File: src/rtl/zigbee_pkg.sv
// Shared types and defaults for the 802.15.4 TX datapath.
package zigbee_pkg;

  // Default word and symbol widths (one 802.15.4 symbol is 4 bits).
  localparam int unsigned ZB_WORD_W = 32;
  localparam int unsigned ZB_SYM_W  = 4;

  // Serializer control states.
  typedef enum logic [0:0] {
    StIdle,
    StShift
  } ser_state_e;

endpackage

File: src/rtl/symbol_slice_mux.sv
// N_SYM:1 mux picking one SYM_W-bit slice out of a DATA_W-bit word.
module symbol_slice_mux #(
  parameter int unsigned DATA_W = 32,
  parameter int unsigned SYM_W  = 4,
  localparam int unsigned N_SYM = DATA_W / SYM_W,
  localparam int unsigned CNT_W = (N_SYM > 1) ? $clog2(N_SYM) : 1
) (
  input  logic [DATA_W-1:0] data_i,
  input  logic [CNT_W-1:0]  sel_i,
  output logic [SYM_W-1:0]  sym_o
);

  logic [N_SYM-1:0][SYM_W-1:0] slices;

  assign slices = data_i;

  // Select slice sel_i; out-of-range selects (non power-of-two N_SYM) give zero.
  always_comb begin
    sym_o = '0;
    for (int unsigned i = 0; i < N_SYM; i++) begin
      if (sel_i == CNT_W'(i)) begin
        sym_o = slices[i];
      end
    end
  end

endmodule

File: src/rtl/symbol_serializer.sv
// Word-to-symbol serializer: takes one DATA_W word per valid/ready handshake and
// emits DATA_W/SYM_W symbols, LSB- or MSB-first, one per downstream handshake.
// outReady in StShift depends combinationally on inSymReady (and on inFlush in
// every state); all other outputs come from registered state only.
module symbol_serializer
  import zigbee_pkg::*;
#(
  parameter int unsigned DATA_W = ZB_WORD_W,
  parameter int unsigned SYM_W  = ZB_SYM_W,
  localparam int unsigned N_SYM = DATA_W / SYM_W,
  localparam int unsigned CNT_W = (N_SYM > 1) ? $clog2(N_SYM) : 1
) (
  input  logic              inClk,
  input  logic              inRstN,
  input  logic [DATA_W-1:0] inData,
  input  logic              inMsbFirst,
  input  logic              inValid,
  output logic              outReady,
  input  logic              inFlush,
  output logic [SYM_W-1:0]  outSym,
  output logic              outSymValid,
  input  logic              inSymReady,
  output logic              outLast,
  output logic [CNT_W-1:0]  outSymIdx
);

  if (((DATA_W % SYM_W) != 0) || (N_SYM < 2)) begin : g_bad_params
    $error("symbol_serializer: DATA_W must be a multiple of SYM_W with N_SYM >= 2");
  end

  localparam logic [CNT_W-1:0] CntLast = CNT_W'(N_SYM - 1);

  ser_state_e        state_q, state_d;
  logic [DATA_W-1:0] data_q, data_d;
  logic              msb_q, msb_d;
  logic [CNT_W-1:0]  cnt_q, cnt_d;
  // Holds outReady low until the first clock edge after reset release.
  logic              ready_en_q;

  logic              in_shift;
  logic              is_last;
  logic              sym_hs;
  logic              load;
  logic [CNT_W-1:0]  slice_sel;
  logic [SYM_W-1:0]  slice_sym;

  assign in_shift = (state_q == StShift);
  assign is_last  = in_shift && (cnt_q == CntLast);
  assign sym_hs   = in_shift && inSymReady;

  // Accept a word when idle, or on the last symbol handshake for zero-bubble streaming.
  always_comb begin
    outReady = 1'b0;
    if (ready_en_q && !inFlush) begin
      outReady = !in_shift || (is_last && inSymReady);
    end
  end

  assign load = inValid && outReady;

  // Next-state: flush beats load and symbol handshake.
  always_comb begin
    state_d = state_q;
    data_d  = data_q;
    msb_d   = msb_q;
    cnt_d   = cnt_q;
    if (inFlush) begin
      state_d = StIdle;
      cnt_d   = '0;
    end else begin
      unique case (state_q)
        StIdle: begin
          if (load) begin
            data_d  = inData;
            msb_d   = inMsbFirst;
            cnt_d   = '0;
            state_d = StShift;
          end
        end
        StShift: begin
          if (sym_hs) begin
            if (is_last) begin
              cnt_d = '0;
              if (load) begin
                data_d = inData;
                msb_d  = inMsbFirst;
              end else begin
                state_d = StIdle;
              end
            end else begin
              cnt_d = cnt_q + CNT_W'(1);
            end
          end
        end
        default: state_d = StIdle;
      endcase
    end
  end

  // State, word, order and counter registers.
  always_ff @(posedge inClk or negedge inRstN) begin
    if (!inRstN) begin
      state_q    <= StIdle;
      data_q     <= '0;
      msb_q      <= 1'b0;
      cnt_q      <= '0;
      ready_en_q <= 1'b0;
    end else begin
      state_q    <= state_d;
      data_q     <= data_d;
      msb_q      <= msb_d;
      cnt_q      <= cnt_d;
      ready_en_q <= 1'b1;
    end
  end

  // Emission index to slice index: reversed for MSB-first words.
  assign slice_sel = msb_q ? (CntLast - cnt_q) : cnt_q;

  symbol_slice_mux #(
    .DATA_W (DATA_W),
    .SYM_W  (SYM_W)
  ) u_slice_mux (
    .data_i (data_q),
    .sel_i  (slice_sel),
    .sym_o  (slice_sym)
  );

  assign outSymValid = in_shift;
  assign outSym      = in_shift ? slice_sym : '0;
  assign outLast     = is_last;
  assign outSymIdx   = cnt_q;

endmodule

File: config.mk
export PLATFORM = sky130hd
export DESIGN_NAME = symbol_serializer
export DESIGN_NICKNAME = d
export VERILOG_FILES = /design/src/rtl/zigbee_pkg.sv /design/src/rtl/symbol_slice_mux.sv /design/src/rtl/symbol_serializer.sv
export SDC_FILE = /design/constraint.sdc
export NUM_CORES = 1
export LEC_CHECK = 0
export ABC_AREA = 1
export ABC_CLOCK_PERIOD_IN_PS = 4650
export CORE_ASPECT_RATIO = 1.75
export CORE_UTILIZATION = 47
export CTS_CLUSTER_SIZE = 28
export DETAILED_ROUTE_END_ITERATION = 6
export PLACE_DENSITY = 0.76
export SETUP_SLACK_MARGIN = 0.5
export SLEW_MARGIN = 10
export SYNTH_ARGS = -nofsm -noshare
export SYNTH_HDL_FRONTEND = slang
export SYNTH_SLANG_ARGS = --single-unit
File: constraint.sdc
create_clock -name inClk -period 4.65 [get_ports inClk]
set_clock_uncertainty 0.1 [all_clocks]
set_input_delay 0.93 -clock inClk [delete_from_list [all_inputs] [get_ports inClk]]
set_output_delay 0.93 -clock inClk [all_outputs]
set_load 0.01 [all_outputs]
==> out/qor.csv, run 1 <==
metric;value;unit
Tot GR Track Use;21.72;%
Hold Crit Depth;2;
Die H;88.37;µm
crit path max fanout;17;
Initial Utilization;48.72;%
Yosys reg bits;38;
Slew Viols, Final;0;
Setup violations, final;0;
CP Class;flip-flop to output port;
CTS Buffer Depth;2;
crit end category;output port;
Routability Congestion;0.8333;
share of cells above drive strength 1;10.38;%
ant diodes;0;
RSZ-0062 raised after global routing;no;
Synth cell types;29;
post-layout net count;330;
Detail Placement HPWL;3.096;mm
first-pass GRT wire length;7.231;mm
number of setup buffers added after CTS;0;
Fmax achieved;277.9;MHz
Clock Tree Root;clkbuf_8;
crit start category;flip-flop;
vias in the first global route;1632;
Worst Max-Slew Pin Slew;0.5913;ns
clock latency on the worst-skew pair;0.29;ns
worst path required time;3.62;ns
post-cts repair resize count;0;
Vias/cell;5.018;
total power;968.6;µW
final period utilization;77.38;%
CTS clk-pin slew, worst paths;0.07;ns
PortBufs;47;
CTS H-tree lvls;2;
Arrival @ worst endpoint;2.57;ns
power density cells;378.9;nW/µm²
Iteration-0 DRC Markers;25;
via count;1696;
Die W;51.35;µm
largest area contributor in the netlist;dfrtp_1;
Num CTS Buffers;5;
gr ovfl total;0;
leakage power;0.001215;µW
Rel. slew slack;60.58;%
Syn Area/Cell;8.210;µm²
Final Hold Viols;0;
TritonCTS clock tree;yes;
Tmin final;3.598;ns
post-DR wirelength/cell;12.49;µm
first drt pass iteration count;4;
hold buffer count at CTS;0;
Synth top area share;47.47;%
antenna violations before repair;0;
num rows;31;
die area;4538;µm²
Remaining DRCs;0;
core area;4111;µm²
pin count of the biggest net entering global routing;40;
Gate Count Post-Synth;244;
Setup TNS;0;ns
synthesized area;2003;µm²
# clock sinks;38;
Max VDD drop;240.6;µV
synth warn;0;
sequential area share after synthesis;47.47;%
Hold Crit Class;flip-flop to flip-flop;
syn_nets;284;
status;finished clean;
IO Count;48;
top post-synthesis cells by area;dfrtp_1 47%, nand2_1 21%, nand4_1 2.8%, a21oi_1 2.0%, nand3_1 2.0%;
Final Core Density;62.17;%
post-route ant nets;0;
Max-cap violations;0;
Worst Reg-to-Reg Cells;10;
WL final;4.220;mm
synthesis-to-layout area growth;27.61;%
## logic make-up (layout without fill, tap and decap cells)
group / Yosys count / after routing / share of synthesized area (%)
simple gates: 149 / 149 / 33.54
compound gates: 28 / 28 / 9.306
xor+xnor: 1 / 1 / 1.374
fa+ha+maj: 2 / 2 / 1.249
other cells: 1 / 1 / 0.1872
flops: 38 / 38 / 47.47
buf+inv: 25 / 70 / 6.871
## through the flow
step / setup slack (ns) / area, µm² / hold slack, ns / cells
6_report: 1.052 / 2556 / 0.3743 / 338
5_1_grt: 0.8573 / 2556 / 0.3996 / 338
4_1_cts: 1.063 / 2556 / 0.3764 / 338
3_5_place_dp: 1.295 / 2474 / 0.3593 / 332
3_3_place_gp: 1.333 / 2474 / 0.3492 / 332
2_1_floorplan: 2.204 / 2003 / 0.3349 / 244
## Yosys cell counts, drive strengths merged
cell / n
nand2: 118
dfrtp: 38
inv: 14
a21oi: 12
buf: 10
nand3: 9
nand4: 9
nor2: 7
o21ai: 5
o211ai: 4
o31ai: 4
or2: 4
a211oi: 2
ha: 2
nor3: 2
clkinv: 1
conb: 1
o21bai: 1
xnor2: 1
## final cells by class
type / count / area [µm²]
sequential: 38 / 950.9
tap: 49 / 61.31
inverter: 15 / 61.31
fill: 377 / 1555
multi-input combinational: 181 / 914.6
timing repair buffer: 49 / 485.5
clock buffer: 6 / 82.58
## layout by cell type, fill, tap and decap left out, drive strengths merged, types with 5 or more instances in the layout
cell,count
nand2,118
clkdlybuf4s50,47
dfrtp,38
inv,14
a21oi,12
nand4,9
nand3,9
nor2,7
clkbuf,6
o21ai,5
## flip-flops by register name, summed over array words and instances, names as in the netlist
name,count
data_q,32
outSymIdx,3
msb_q,1
outSymValid,1
ready_en_q,1
## critical path, cell delays in order, from the launching register on
cell and delay [ns]:
dfrtp_1 0.48, xnor2_4 0.54, inv_2 0.14, nor2_2 0.19, nand2_1 0.08, nand3_1 0.09
nand2_1 0.08, a21oi_2 0.13, clkdlybuf4s50_1 0.54
## final timing paths
kind	startpoint	to	slack [ns]
worst max-delay path	outSymIdx[2]	outSym[3]	1.05
worst min-delay path	data_q[31]	data_q[31]	0.37
worst max register to register	outSymIdx[0]	outSymIdx[1]	2.39
worst min register to register	data_q[31]	data_q[31]	0.37
max in group asynchronous	inRstN	data_q[3]	3.16
min in group asynchronous	inRstN	data_q[21]	0.96
## where the power goes
part | internal, µW | switching (µW)
Clock | 114 | 106
Combinational | 124 | 180
Sequential | 398 | 46.5
Total | 636 | 332
## layer usage
| layer | track usage (%) | wire [µm] |
|---|---|---|
| met5 | 0 | 0 |
| met4 | 9.828 | 82 |
| met3 | 3.952 | 98 |
| met2 | 39.95 | 2385 |
| met1 | 23.69 | 1654 |
No activity file was read; power rests on OpenSTA's default activity.
==> inputs of run 2 (changes only) <==
- ABC_CLOCK_PERIOD_IN_PS: 4650 -> 2900
- CORE_UTILIZATION: 47 -> 44
- PLACE_DENSITY: 0.76 -> 0.75
- clock period: 4.65 -> 2.9 ns (I/O delays scaled with it)
==> run 2 against run 1 <==
Net effect:
- design area rose by 9.3%
- sequential power rose by 62%
- final cell count rose by 5.6%
- combinational power rose by 110%
- count of clock-buffer cells in the layout did not move
- clock power rose by 100%
- non-clock buffer count rose by 14
- first-iteration DRC count rose by 80%
- register-to-register slack got worse by 1.6 ns
- critical path type unchanged
==> out/qor.csv, run 2 (synthesis gave the netlist of run 1 again) <==
metric;value;unit
Clock Tree Root;clkbuf_8;
Die W;53.01;µm
num rows;32;
final period utilization;89.22;%
# clock sinks;38;
worst path required time;2.22;ns
antenna violations before repair;0;
Iteration-0 DRC Markers;45;
Max-cap violations;0;
placed cell area;2484;µm²
Routability Congestion;0.8430;
post-layout net count;345;
RSZ-0062 raised after global routing;yes;
WL final;5.077;mm
Max VDD drop;430.8;µV
CTS H-tree lvls;2;
Fill cells;384;
Setup violations, final;0;
status;finished clean;
first drt pass iteration count;4;
CP Cell Sequence;buf_6, xnor2_4, nand3_4, or2_0, nand2_1, nand3_1, nand2_1, a21oi_2, buf_2;
core area;4404;µm²
ant diodes;0;
Min Hold Slack;0.3647;ns
clock latency on the worst-skew pair;0.29;ns
most frequent cells in the layout;111 x nand2_1, 41 x clkdlybuf4s50_1, 35 x dfrtp_1, 10 x inv_1, 10 x buf_4;
Vias/cell;5.154;
Num CTS Buffers;5;
power density cells;644.6;nW/µm²
Tot GR Track Use;23.29;%
CP Class;flip-flop to output port;
final std cell area, no fill;2793;µm²
Fmax achieved;386.5;MHz
crit path max-delay cell type;dfrtp_2;
vias in the first global route;1812;
Slew Viols, Final;0;
post-DR wirelength/cell;14.22;µm
post-route ant nets;0;
Setup TNS;0;ns
synthesis-to-layout area growth;39.41;%
PortBufs;47;
first-pass GRT wire length;8.107;mm
Remaining DRCs;0;
gr ovfl total;0;
Top reg by flops;data_q;
Tmin final;2.587;ns
max reg flops;32;
Hold Crit Class;flip-flop to flip-flop;
Initial Utilization;45.48;%
leakage power;0.001342;µW
crit path max fanout;8;
hold buffer count at CTS;0;
CTS clk-pin slew, worst paths;0.07;ns
DP Worst Slack;0.1955;ns
Die H;91.26;µm
crit end category;output port;
via count;1840;
commonest non-fill, non-tap cell in the layout;nand2_1;
CTS Buffer Depth;2;
Detail Placement HPWL;3.184;mm
most frequent cell on the critical path;nand2_1;
Final Hold Viols;0;
share of cells above drive strength 1;19.61;%
crit start category;flip-flop;
Worst Setup Slack, final;0.3127;ns
Arrival @ worst endpoint;1.91;ns
IO Count;48;
TritonCTS clock tree;yes;
crit-path max cell delay;0.45;ns
die area;4837;µm²
pin count of the biggest net entering global routing;39;
run 2: cell count changes in the layout (fill, tap and decap cells not counted), sizes merged:
cell	before	now
bufinv	0	1
clkdlybuf4s50	47	41
clkinvlp	0	1
xnor2	1	2
dlygate4sd2	0	2
buf	2	20
run 2: what timing repair did:
action | 4_1_cts | 5_1_grt
gates cloned | 1 | 0
gates resized for setup | 38 | 4
endpoints found under the setup margin | 6 | 5
buffers inserted | 12 | 1
pin swaps | 11 | 11
run 2: metal layers:
layer,vias up,share of wire [%],global-route usage (%)
li1,906,-,-
met1,853,37,24.49
met2,58,54,39.77
met3,23,2.9,4.020
met4,0,5.7,15.79
met5,-,0,0
run 2: worst max-delay path: cells and delay by family (launching register included):
kind	cells	cell delay, ns
flip-flops	1	0.45
XOR/XNOR	1	0.20
AO/OA/AOI/OAI	1	0.05
buffers and inverters	2	0.30
AND/OR/NAND/NOR	5	0.61
run 2: path summary, 6_finish.rpt:
check                              from         end  slack [ns]  cells after the start
max                               msb_q   outSym[0]        0.31                      9
min                          data_q[10]  data_q[10]        0.36                      2
max reg2reg                outSymIdx[0]  data_q[26]        0.76                     10
min reg2reg                  data_q[10]  data_q[10]        0.36                      2
max in group asynchronous        inRstN       msb_q        1.73                      2
min in group asynchronous        inRstN  ready_en_q        0.60                      2
run 2: metrics by stage:
| step | util (%) | cells | power, µW |
|---|---|---|---|
| after floorplan | - | 244 | 1053 |
| after global placement | 56.39 | 335 | 1200 |
| after detailed placement | 56.39 | 335 | 1210 |
| after CTS | 62.90 | 356 | 1760 |
| after global routing | 63.41 | 357 | 1901 |
| final | 63.41 | 357 | 1800 |
run 2: area by class of cell:
| cell class | instances | area [µm²] | share of cell area, % |
|---|---|---|---|
| clock buffers | 6 | 72.57 | 2.599 |
| clock inverters | 2 | 37.54 | 1.344 |
| inverters | 15 | 68.82 | 2.464 |
| multi-input cells | 182 | 996.0 | 35.66 |
| flip-flops and latches | 38 | 954.7 | 34.18 |
| well taps | 51 | 63.81 | 2.285 |
| repair buffers | 63 | 599.3 | 21.46 |
run 2: where the power goes:
part	internal [µW]	total [µW]	switching, µW
clock	256	443	186
sequential	640	722	82.1
combinational	284	635	352
